===== config.mk =====
export PLATFORM = sky130hd
export DESIGN_NAME = rand_arbiter
export DESIGN_NICKNAME = d
export VERILOG_FILES = /design/src/rtl/rand_arb_pkg.sv /design/src/rtl/rand_lfsr_step.sv /design/src/rtl/rand_arbiter.sv
export SDC_FILE = /design/constraint.sdc
export NUM_CORES = 1
export LEC_CHECK = 0
export ABC_AREA = 1
export CAP_MARGIN = 20
export CORE_ASPECT_RATIO = 1.1
export CORE_MARGIN = 4
export CORE_UTILIZATION = 55
export CTS_CLUSTER_SIZE = 40
export DETAILED_ROUTE_END_ITERATION = 8
export PLACE_DENSITY = 0.84
export SLEW_MARGIN = 20
export SYNTH_ARGS = -nofsm -noshare
export SYNTH_HDL_FRONTEND = slang
export SYNTH_SLANG_ARGS = --single-unit

===== constraint.sdc =====
create_clock -name clk -period 3.77 [get_ports clk]
set_clock_uncertainty 0.2 [all_clocks]
set_input_delay 0.754 -clock clk [delete_from_list [all_inputs] [get_ports clk]]
set_output_delay 0.754 -clock clk [all_outputs]
set_load 0.005 [all_outputs]

===== src/rtl/rand_arb_pkg.sv =====
// Shared definitions for the round-robin random-number arbiter:
// LFSR width and taps, arbiter state encoding and the LFSR step function.
package rand_arb_pkg;

    localparam int LFSR_W = 8;

    // Taps at bits 7, 5, 4 and 3.
    localparam logic [LFSR_W-1:0] LFSR_TAPS = 8'hB8;

    typedef enum logic {
        WARM,
        READY
    } arb_state_t;

    function automatic logic [LFSR_W-1:0] lfsr_next(input logic [LFSR_W-1:0] cur);
        return {cur[LFSR_W-2:0], ^(cur & LFSR_TAPS)};
    endfunction

endpackage


===== src/rtl/rand_lfsr_step.sv =====
// Fibonacci LFSR register with a step enable and a synchronous load.
// Any load of zero is replaced by 1, so the register never locks up at 0.
module rand_lfsr_step
    import rand_arb_pkg::*;
#(
    parameter logic [LFSR_W-1:0] SEED = 8'h01
)(
    input  logic              clk,
    input  logic              reset,
    input  logic              load,
    input  logic [LFSR_W-1:0] load_data,
    input  logic              step,
    output logic [LFSR_W-1:0] value
);

    localparam logic [LFSR_W-1:0] ONE       = LFSR_W'(1);
    localparam logic [LFSR_W-1:0] SAFE_SEED = (SEED == '0) ? ONE : SEED;

    // NOTE: state registers use non-blocking assignments so every flop
    // samples the pre-edge values, independent of block ordering.
    always_ff @(posedge clk) begin
        if (reset) begin
            value <= SAFE_SEED;
        end else if (load) begin
            value <= (load_data == '0) ? ONE : load_data;
        end else if (step) begin
            value <= lfsr_next(value);
        end
    end

endmodule


===== src/rtl/rand_arbiter.sv =====
// Round-robin arbiter handing out one fresh LFSR value per grant, with
// seed loading and post-seed warm-up. Optional macro RAND_ARB_FREERUN_EN
// makes the LFSR also step on idle READY cycles.
module rand_arbiter
    import rand_arb_pkg::*;
#(
    parameter int                NUM_REQ = 4,
    parameter logic [LFSR_W-1:0] SEED    = 8'h01,
    parameter int                WARMUP  = 8
)(
    input  logic               clk,
    input  logic               reset,
    input  logic               seed_valid,
    input  logic [LFSR_W-1:0]  seed_data,
    input  logic [NUM_REQ-1:0] req,
    output logic [NUM_REQ-1:0] gnt,
    output logic               rnd_valid,
    output logic [LFSR_W-1:0]  rnd_data,
    output logic               busy
);

    localparam int                PTR_W      = (NUM_REQ > 1) ? $clog2(NUM_REQ) : 1;
    localparam logic [7:0]        WARM_INIT  = 8'(WARMUP);
    localparam bit                HAS_WARMUP = (WARMUP > 0);
    localparam logic [NUM_REQ-1:0] ONEHOT0   = {{(NUM_REQ-1){1'b0}}, 1'b1};

    // First set bit of elig at or above ptr, wrapping around. The loop runs
    // downward so the lowest offset from ptr is written last and wins.
    function automatic logic [PTR_W-1:0] rr_pick(input logic [NUM_REQ-1:0] elig,
                                                  input logic [PTR_W-1:0]   ptr);
        logic [PTR_W-1:0] win;
        win = ptr;
        for (int k = NUM_REQ - 1; k >= 0; k--) begin
            int idx;
            idx = (int'(ptr) + k) % NUM_REQ;
            if (elig[idx]) win = PTR_W'(idx);
        end
        return win;
    endfunction

    arb_state_t         state;
    logic [7:0]         warm_cnt;
    logic [PTR_W-1:0]   rr_ptr;
    logic [NUM_REQ-1:0] eligible;
    logic [PTR_W-1:0]   winner;
    logic               grant_now;
    logic               lfsr_step;
    logic [LFSR_W-1:0]  lfsr;

    // A requester granted last cycle is masked so it cannot win twice in a row
    // on a req it has not yet had time to drop.
    assign eligible  = req & ~gnt;
    assign winner    = rr_pick(eligible, rr_ptr);
    assign grant_now = (state == READY) && (eligible != '0) && !seed_valid;

`ifdef RAND_ARB_FREERUN_EN
    // Both states step on every cycle; a seed load overrides the step.
    assign lfsr_step = 1'b1;
`else
    assign lfsr_step = (state == WARM) || grant_now;
`endif

    rand_lfsr_step #(
        .SEED (SEED)
    ) u_lfsr (
        .clk       (clk),
        .reset     (reset),
        .load      (seed_valid),
        .load_data (seed_data),
        .step      (lfsr_step),
        .value     (lfsr)
    );

    always_ff @(posedge clk) begin
        if (reset) begin
            state    <= HAS_WARMUP ? WARM : READY;
            warm_cnt <= WARM_INIT;
            rr_ptr   <= '0;
            gnt      <= '0;
            rnd_data <= '0;
        end else if (seed_valid) begin
            state    <= HAS_WARMUP ? WARM : READY;
            warm_cnt <= WARM_INIT;
            gnt      <= '0;
        end else if (state == WARM) begin
            gnt      <= '0;
            warm_cnt <= warm_cnt - 8'd1;
            if (warm_cnt == 8'd1) state <= READY;
        end else if (grant_now) begin
            gnt      <= ONEHOT0 << winner;
            rnd_data <= lfsr;
            rr_ptr   <= PTR_W'((int'(winner) + 1) % NUM_REQ);
        end else begin
            gnt      <= '0;
        end
    end

    assign rnd_valid = |gnt;
    assign busy      = (state == WARM);

endmodule


# --- After elaboration in Yosys (flattened, before gate mapping) ---
# Index checks and enable logic that the tools add are counted.
totals:
  reg_bits: 31
  input_bits: 15
  out_inout_bits: 14
  wordCells: 60
classes:
  addsub: 5
  order_cmp: 4
  eq_ne: 1
  shift: 1
  n_mux: 20
  bitwise: 8
  reduce_logical: 15
op_table:
  columns: ["op", "count"]
  rows:
  - ["two-way mux 8 bit", 3]
  - ["less-than comparator 3 x 4 -> 1 bit (second input constant)", 3]
  - ["two-way mux 1 bit", 9]
  - ["binary-select mux 1 bit (select 2 bit)", 4]
  - ["== test 8 x 1 -> 1 bit (second input constant)", 1]
  - ["zero test 8 bit", 1]
  - ["two-way mux 2 bit", 4]
  - ["OR reduction 2 bit", 4]
  - ["OR reduction 4 bit", 2]
  - ["XOR reduction 8 bit", 1]
  - ["subtractor 8 x 1 -> 8 bit (second input constant)", 1]
  - ["adder 2 x 1 -> 2 bit (second input constant)", 2]
  - ["adder 2 bit (second input constant)", 2]
  - ["bitwise AND 4 bit", 1]
  - ["NOT 4 bit", 1]
  - ["nonzero test 4 bit", 1]
  - ["left shift 1 x 2 -> 4 bit (first input constant)", 1]
  - ["bitwise AND 1 bit (first input constant)", 3]
  - ["less-than comparator 2 x 3 -> 1 bit (second input constant)", 1]
  - ["NOT 1 bit", 3]
  - ["AND reduction 3 bit", 1]
  - ["logical AND 1 bit", 2]
  - ["nonzero test 2 bit", 1]
  - ["zero test 1 bit", 1]
  - ["logical OR 1 bit", 1]

# --- Longest topological paths before layout ---
depth:
  depth_word: 11
  mapped_depth: 17

# --- Cells and area by module ---
# From an unflattened synthesis, not the netlist that was laid out.
hier_totals:
  cells_unflattened: 236
  area_unflattened_um2: 1645.3
modules_own_cells:
  columns: ["module", "n_inst", "cells_per_inst", "area_each_um2", "seq_area_each_um2"]
  rows:
  - ["rand_arbiter", 1, 171, 1182.4, 460.4]
  - ["rand_lfsr_step", 1, 65, 462.9, 160.2]

# --- Worst setup path before layout ---
# No wires, ideal clock.
synth_timing:
  path_type: "input -> register"
  from: "in req[3]"
  to: "reg u_lfsr.value[0]"
  arrival_ns: 1.610
  required_ns: 3.441
  slack_ns: 1.831
  path_stages: 7
  cell_sequence: "nand2_1 > o21ai_1 > a221oi_2 > nand3_2 > buf_2 > o211ai_1 > nand3_1"
synth_between:
  elab_chain_len: 6
synth_rtl:
  columns: ["element", "line_no", "text"]
  rows:
  - ["start, declared", "rand_arbiter.sv:15", "input logic [NUM_REQ-1:0] req,"]
  - ["bitwise AND 4 bit", "rand_arbiter.sv:52", "assign eligible = req & ~gnt;"]
  - ["nonzero test 4 bit", "rand_arbiter.sv:54", "assign grant_now = (state == READY) && (eligible != '0) && !seed_valid;"]
  - ["logical AND 1 bit (2 in series)", "rand_arbiter.sv:54", null]
  - ["logical OR 1 bit", "rand_arbiter.sv:60", "assign lfsr_step = (state == WARM) || grant_now;"]
  - ["nonzero test 2 bit (no line)", null, null]
  - ["end signal, assigned", "rand_lfsr_step.sv:25", "value <= (load_data == '0) ? ONE : load_data;"]
  - ["end signal, assigned", "rand_lfsr_step.sv:27", "value <= lfsr_next(value);"]
  - ["end, declared", "rand_lfsr_step.sv:13", "output logic [LFSR_W-1:0] value"]
# No other way between the ends.
# A chain may end at the register's enable or synchronous reset.

# --- Worst setup path in the final report ---
layout_timing:
  from: "in req[1]"
  to: "reg gnt[0]"
layout_between:
  elab_chain_len: 9
  elab_cells_between_ends: 22
  cone_classes: "shift (1); mux (15); bitwise (2); reduce/logical (4)"
layout_rtl:
  columns: ["element", "line_no", "text"]
  rows:
  - ["bitwise AND 4 bit (*)", "rand_arbiter.sv:52", null]
  - ["binary-select mux 1 bit (select 2 bit)", "rand_arbiter.sv:36", "if (elig[idx]) win = PTR_W'(idx);"]
  - ["two-way mux 1 bit (not written as such) (2 in series)", "rand_arbiter.sv:36", null]
  - ["two-way mux 2 bit (4 in series)", "rand_arbiter.sv:36", null]
  - ["left shift 1 x 2 -> 4 bit", "rand_arbiter.sv:90", "gnt <= ONEHOT0 << winner;"]
  - ["end signal, assigned", "rand_arbiter.sv:90", null]
  - ["end, declared", "rand_arbiter.sv:16", "output logic [NUM_REQ-1:0] gnt,"]
# Every way passes the cells marked *; elsewhere a longest branch is shown, timed or not. The select of a mux whose other input is x is not followed.

==> impl_metrics.xml <==
<?xml version="1.0" encoding="UTF-8"?>
<metrics>
  <group name="sta">
    <metric name="max_slew.worst_pin.slew" unit="ns">0.637</metric>
    <metric name="hold_violations" unit="">0</metric>
    <metric name="grt_setup_unrepaired" unit="">false</metric>
    <metric name="worst_slew_margin_rel" unit="%">57.3</metric>
    <metric name="tns" unit="ns">0</metric>
    <metric name="setup_failing_eps_final" unit="">0</metric>
    <metric name="final.min_clock_period" unit="ns">2.50</metric>
    <metric name="max_slew_violation_count" unit="">0</metric>
    <metric name="clock.fmax" unit="MHz">400</metric>
    <metric name="final_min_period_over_clock_period" unit="%">66.4</metric>
  </group>
  <group name="synthesis">
    <metric name="ys.flop_type" unit="">dfxtp_1</metric>
    <metric name="proportion_of_synthesized_chip_area_in_sequential_cells" unit="%">40.6</metric>
    <metric name="synth-async-reset-ratio" unit="%">0</metric>
    <metric name="synthMostInstantiatedCell" unit="">nand2_1</metric>
    <metric name="synthTopCellsByArea" unit="">dfxtp_1 41%, nand2_1 11%, nor2_1 7.9%</metric>
    <metric name="ys_types" unit="">32</metric>
    <metric name="syn-cell-area" unit="µm²">1530</metric>
    <metric name="synth_warnings" unit="">0</metric>
    <metric name="post_synth.cell_area_avg" unit="µm²">7.11</metric>
    <metric name="netlist_instances" unit="">215</metric>
    <metric name="post_synth_top_cells" unit="">45 x nand2_1, 32 x nor2_1, 31 x dfxtp_1</metric>
    <metric name="synth_enable_flop_cells" unit="">0</metric>
    <metric name="synth_top_area_cell" unit="">dfxtp_1</metric>
    <metric name="synth.net_count" unit="">232</metric>
    <metric name="area_share_of_the_largest_cell_type_after_synthesis" unit="%">40.6</metric>
    <metric name="synth-seq-cells" unit="">31</metric>
  </group>
  <group name="routing">
    <metric name="routed-wl-met2" unit="µm">1410</metric>
    <metric name="drtAntennaViolNets" unit="">0</metric>
    <metric name="drt-met1-wl" unit="µm">1490</metric>
    <metric name="drc" unit="">0</metric>
    <metric name="routed_via_density" unit="">5.23</metric>
    <metric name="detail_route.wirelength" unit="µm">3140</metric>
    <metric name="post_drt_wl_per_cell" unit="µm">11.4</metric>
    <metric name="total_via_count_after_detailed_routing" unit="">1450</metric>
    <metric name="detailroute.wirelength.met3" unit="µm">204</metric>
    <metric name="detailedRoute.firstIterationViolations" unit="">44</metric>
    <metric name="detailedRoute.firstPassIterationCount" unit="">4</metric>
    <metric name="maxUsedRoutingLayer" unit="">met4</metric>
  </group>
  <group name="worst_setup_path">
    <metric name="critical_path.max_stage_delay" unit="ns">0.51</metric>
    <metric name="worst_setup_path_end_kind" unit="">register</metric>
    <metric name="worst_path_most_repeated_cell" unit="">nor2_1</metric>
    <metric name="element_type_at_the_critical_path_start" unit="">input port</metric>
    <metric name="launch_point_of_the_worst_reg_to_reg_path" unit="">rr_ptr[0]</metric>
    <metric name="critPathMaxFanout" unit="">12</metric>
    <metric name="critical-path-slowest-cell" unit="">nor3_2</metric>
    <metric name="timing.critical_path.arrival" unit="ns">2.57</metric>
    <metric name="cp.buffers_inverters" unit="">3</metric>
    <metric name="reg2reg_slack" unit="ns">1.78</metric>
    <metric name="r2r.worst_path.cells" unit="">15</metric>
    <metric name="worst_path_dominant_cell_family" unit="">simple AND/OR/NAND/NOR gates</metric>
    <metric name="criticalPathCategory" unit="">in -&gt; reg</metric>
    <metric name="timing.critical_path.cells" unit="">clkdlybuf4s50_1 &gt; inv_1 &gt; o21ai_1 &gt; a221oi_2 &gt; nor3_2 &gt; inv_2 &gt; nor2_1 &gt; nand2_1 &gt; nor2_1</metric>
    <metric name="reg2reg_to" unit="">rr_ptr[1]</metric>
    <metric name="critical_path_required" unit="ns">3.84</metric>
  </group>
  <group name="clock_network">
    <metric name="clkSlewWorstSetupHoldPaths" unit="ns">0.09</metric>
    <metric name="h-tree-depth" unit="">2</metric>
    <metric name="clockBufferDepth" unit="">2</metric>
    <metric name="clock_tree.root_cell" unit="">clkbuf_4</metric>
    <metric name="tritoncts_clock_tree" unit="">built</metric>
    <metric name="post_cts_hold_buffer_count" unit="">0</metric>
    <metric name="worstSkewPairLatency" unit="ns">0.32</metric>
    <metric name="number_of_buffers_inserted_by_post_cts_setup_repair" unit="">0</metric>
    <metric name="tritoncts.num_buffers" unit="">5</metric>
    <metric name="postCtsResizedCells" unit="">0</metric>
    <metric name="cts_sinks" unit="">31</metric>
  </group>
  <group name="place">
    <metric name="final_weighted_congestion_in_routability_driven_placement" unit="">0.854</metric>
    <metric name="dpl.hpwl" unit="µm">2380</metric>
    <metric name="io_buffer_count" unit="">28</metric>
    <metric name="detailed_place.area" unit="µm²">1820</metric>
  </group>
  <group name="hold_path">
    <metric name="whs_endpoint" unit="">warm_cnt[5]</metric>
    <metric name="kind_of_path_behind_the_tightest_hold_check" unit="">reg -&gt; reg</metric>
    <metric name="timing.hold.worst_path_depth" unit="">2</metric>
    <metric name="min-delay-start" unit="">warm_cnt[5]</metric>
  </group>
  <group name="cells_and_area">
    <metric name="n_antenna_cell" unit="">0</metric>
    <metric name="number_of_fillers_in_the_final_layout" unit="">216</metric>
    <metric name="post-route-cell-area" unit="µm²">1910</metric>
    <metric name="share_of_layout_cells_above_drive_strength_1" unit="%">9.76</metric>
    <metric name="flow.area_growth_from_synthesis" unit="%">24.6</metric>
    <metric name="layout.nets" unit="">262</metric>
  </group>
  <group name="grt">
    <metric name="maximum_number_of_pins_on_one_net_before_global_route_repair" unit="">18</metric>
    <metric name="first_pass_grt_wire_length" unit="µm">5530</metric>
    <metric name="grt-ovfl-total" unit="">0</metric>
    <metric name="antenna_found_initial" unit="">0</metric>
    <metric name="first_global_vias" unit="">1313</metric>
    <metric name="groute.usage.overall" unit="%">19.0</metric>
  </group>
  <group name="power_and_ir_drop">
    <metric name="power-per-cell-area" unit="nW/µm²">364</metric>
    <metric name="worst_ir_drop_vdd" unit="mV">0.398</metric>
    <metric name="static-leakage-power" unit="nW">0.819</metric>
  </group>
  <group name="floorplan">
    <metric name="core_region_area" unit="µm²">2570</metric>
    <metric name="initial_utilization" unit="%">59.6</metric>
    <metric name="dieHeight" unit="µm">63.3</metric>
    <metric name="rows" unit="">19</metric>
    <metric name="horiz_die_dim" unit="µm">58.3</metric>
    <metric name="ios" unit="">29</metric>
    <metric name="die-area" unit="µm²">3690</metric>
  </group>
  <group name="run_status">
    <metric name="run_status" unit="">completed</metric>
  </group>
  <group name="flow_run">
    <metric name="cap_violations" unit="">0</metric>
  </group>
</metrics>
logic make-up after synthesis:
group           share of synthesized area (%)
flops                                    40.6
xor+xnor                                 4.50
buf+inv                                  8.67
fa+ha+maj                                1.64
simple gates                             29.4
compound gates                           15.2
worst reg2reg max path: cells and delay by family, from the launching register on:
kind | cells | cell delay (ns)
buffers and inverters | 3 | 0.12
flip-flops | 1 | 0.61
AND/OR/NAND/NOR | 12 | 0.96
report_power, final:
| group | switching, mW | internal, mW |
|---|---|---|
| sequential | 0.00934 | 0.338 |
| clock | 0.110 | 0.157 |
| combinational | 0.0427 | 0.0369 |
| total | 0.162 | 0.531 |
through the flow:
stage | setup slack, ns | cells | hold WS (ns) | total power, mW | util [%]
final | 1.27 | 277 | 0.283 | 0.694 | 74.2
after global routing | 1.02 | 277 | 0.317 | 0.726 | 74.2
after CTS | 1.28 | 277 | 0.279 | 0.698 | 74.2
after detailed placement | 0.945 | 269 | 0.265 | 0.433 | 70.9
after global placement | 0.995 | 269 | 0.265 | 0.432 | 70.9
after floorplan | 1.83 | 215 | 0.250 | 0.403 | -
per-layer routing:
metal  up-vias  track usage, %
li1        763               -
met1       635            24.3
met2        45            30.6
met3         7            5.10
met4         0            6.09
met5         -               0
registers in the layout (all words and copies together) (netlist names):
name and count:
gnt 4, state 1, u_lfsr.value 8, rr_ptr 2, rnd_data 8, warm_cnt 8
area by class of cell:
class	instances	area, µm²	share of cell area [%]
clock buffers	6	51.3	2.69
multi-input cells	152	776	40.7
inverters	27	104	5.45
flip-flops and latches	31	621	32.6
clock inverters	2	35.0	1.84
well taps	31	38.8	2.04
repair buffers	28	280	14.7
worst max-delay path by stage:
stage / from / end / slack [ns] / depth (start not counted)
2_1_floorplan: req[3] / u_lfsr.value[0] / 1.83 / 7
3_3_place_gp: req[1] / gnt[1] / 1.0 / 9
3_5_place_dp: req[1] / gnt[0] / 0.94 / 9
4_1_cts: req[1] / gnt[0] / 1.28 / 9
5_1_grt: req[1] / gnt[2] / 1.02 / 9
6_report: req[1] / gnt[0] / 1.27 / 9
placed cells by master, fill, tap and decap left out:
master	n
a211oi_1	1
nor4_1	1
inv_1	19
clkinv_2	1
nor3_2	1
ha_1	2
nand2_1	45
nand3_1	10
xor2_1	2
o21ai_1	4
nand2_2	3
nand4_1	3
clkdlybuf4s50_1	28
nor3_1	4
clkbuf_4	5
xor2_2	1
o21ai_0	16
a21oi_1	7
a211o_1	1
clkinv_1	1
o211ai_1	1
or2_1	1
inv_2	6
clkbuf_8	1
nor2_1	32
a21o_1	1
a31oi_1	7
a21boi_1	1
inv_4	1
bufinv_16	1
a221oi_2	1
xnor2_1	4
dfxtp_1	31
nand3_2	3
Note: power is estimated with default switching activity, not from simulation.
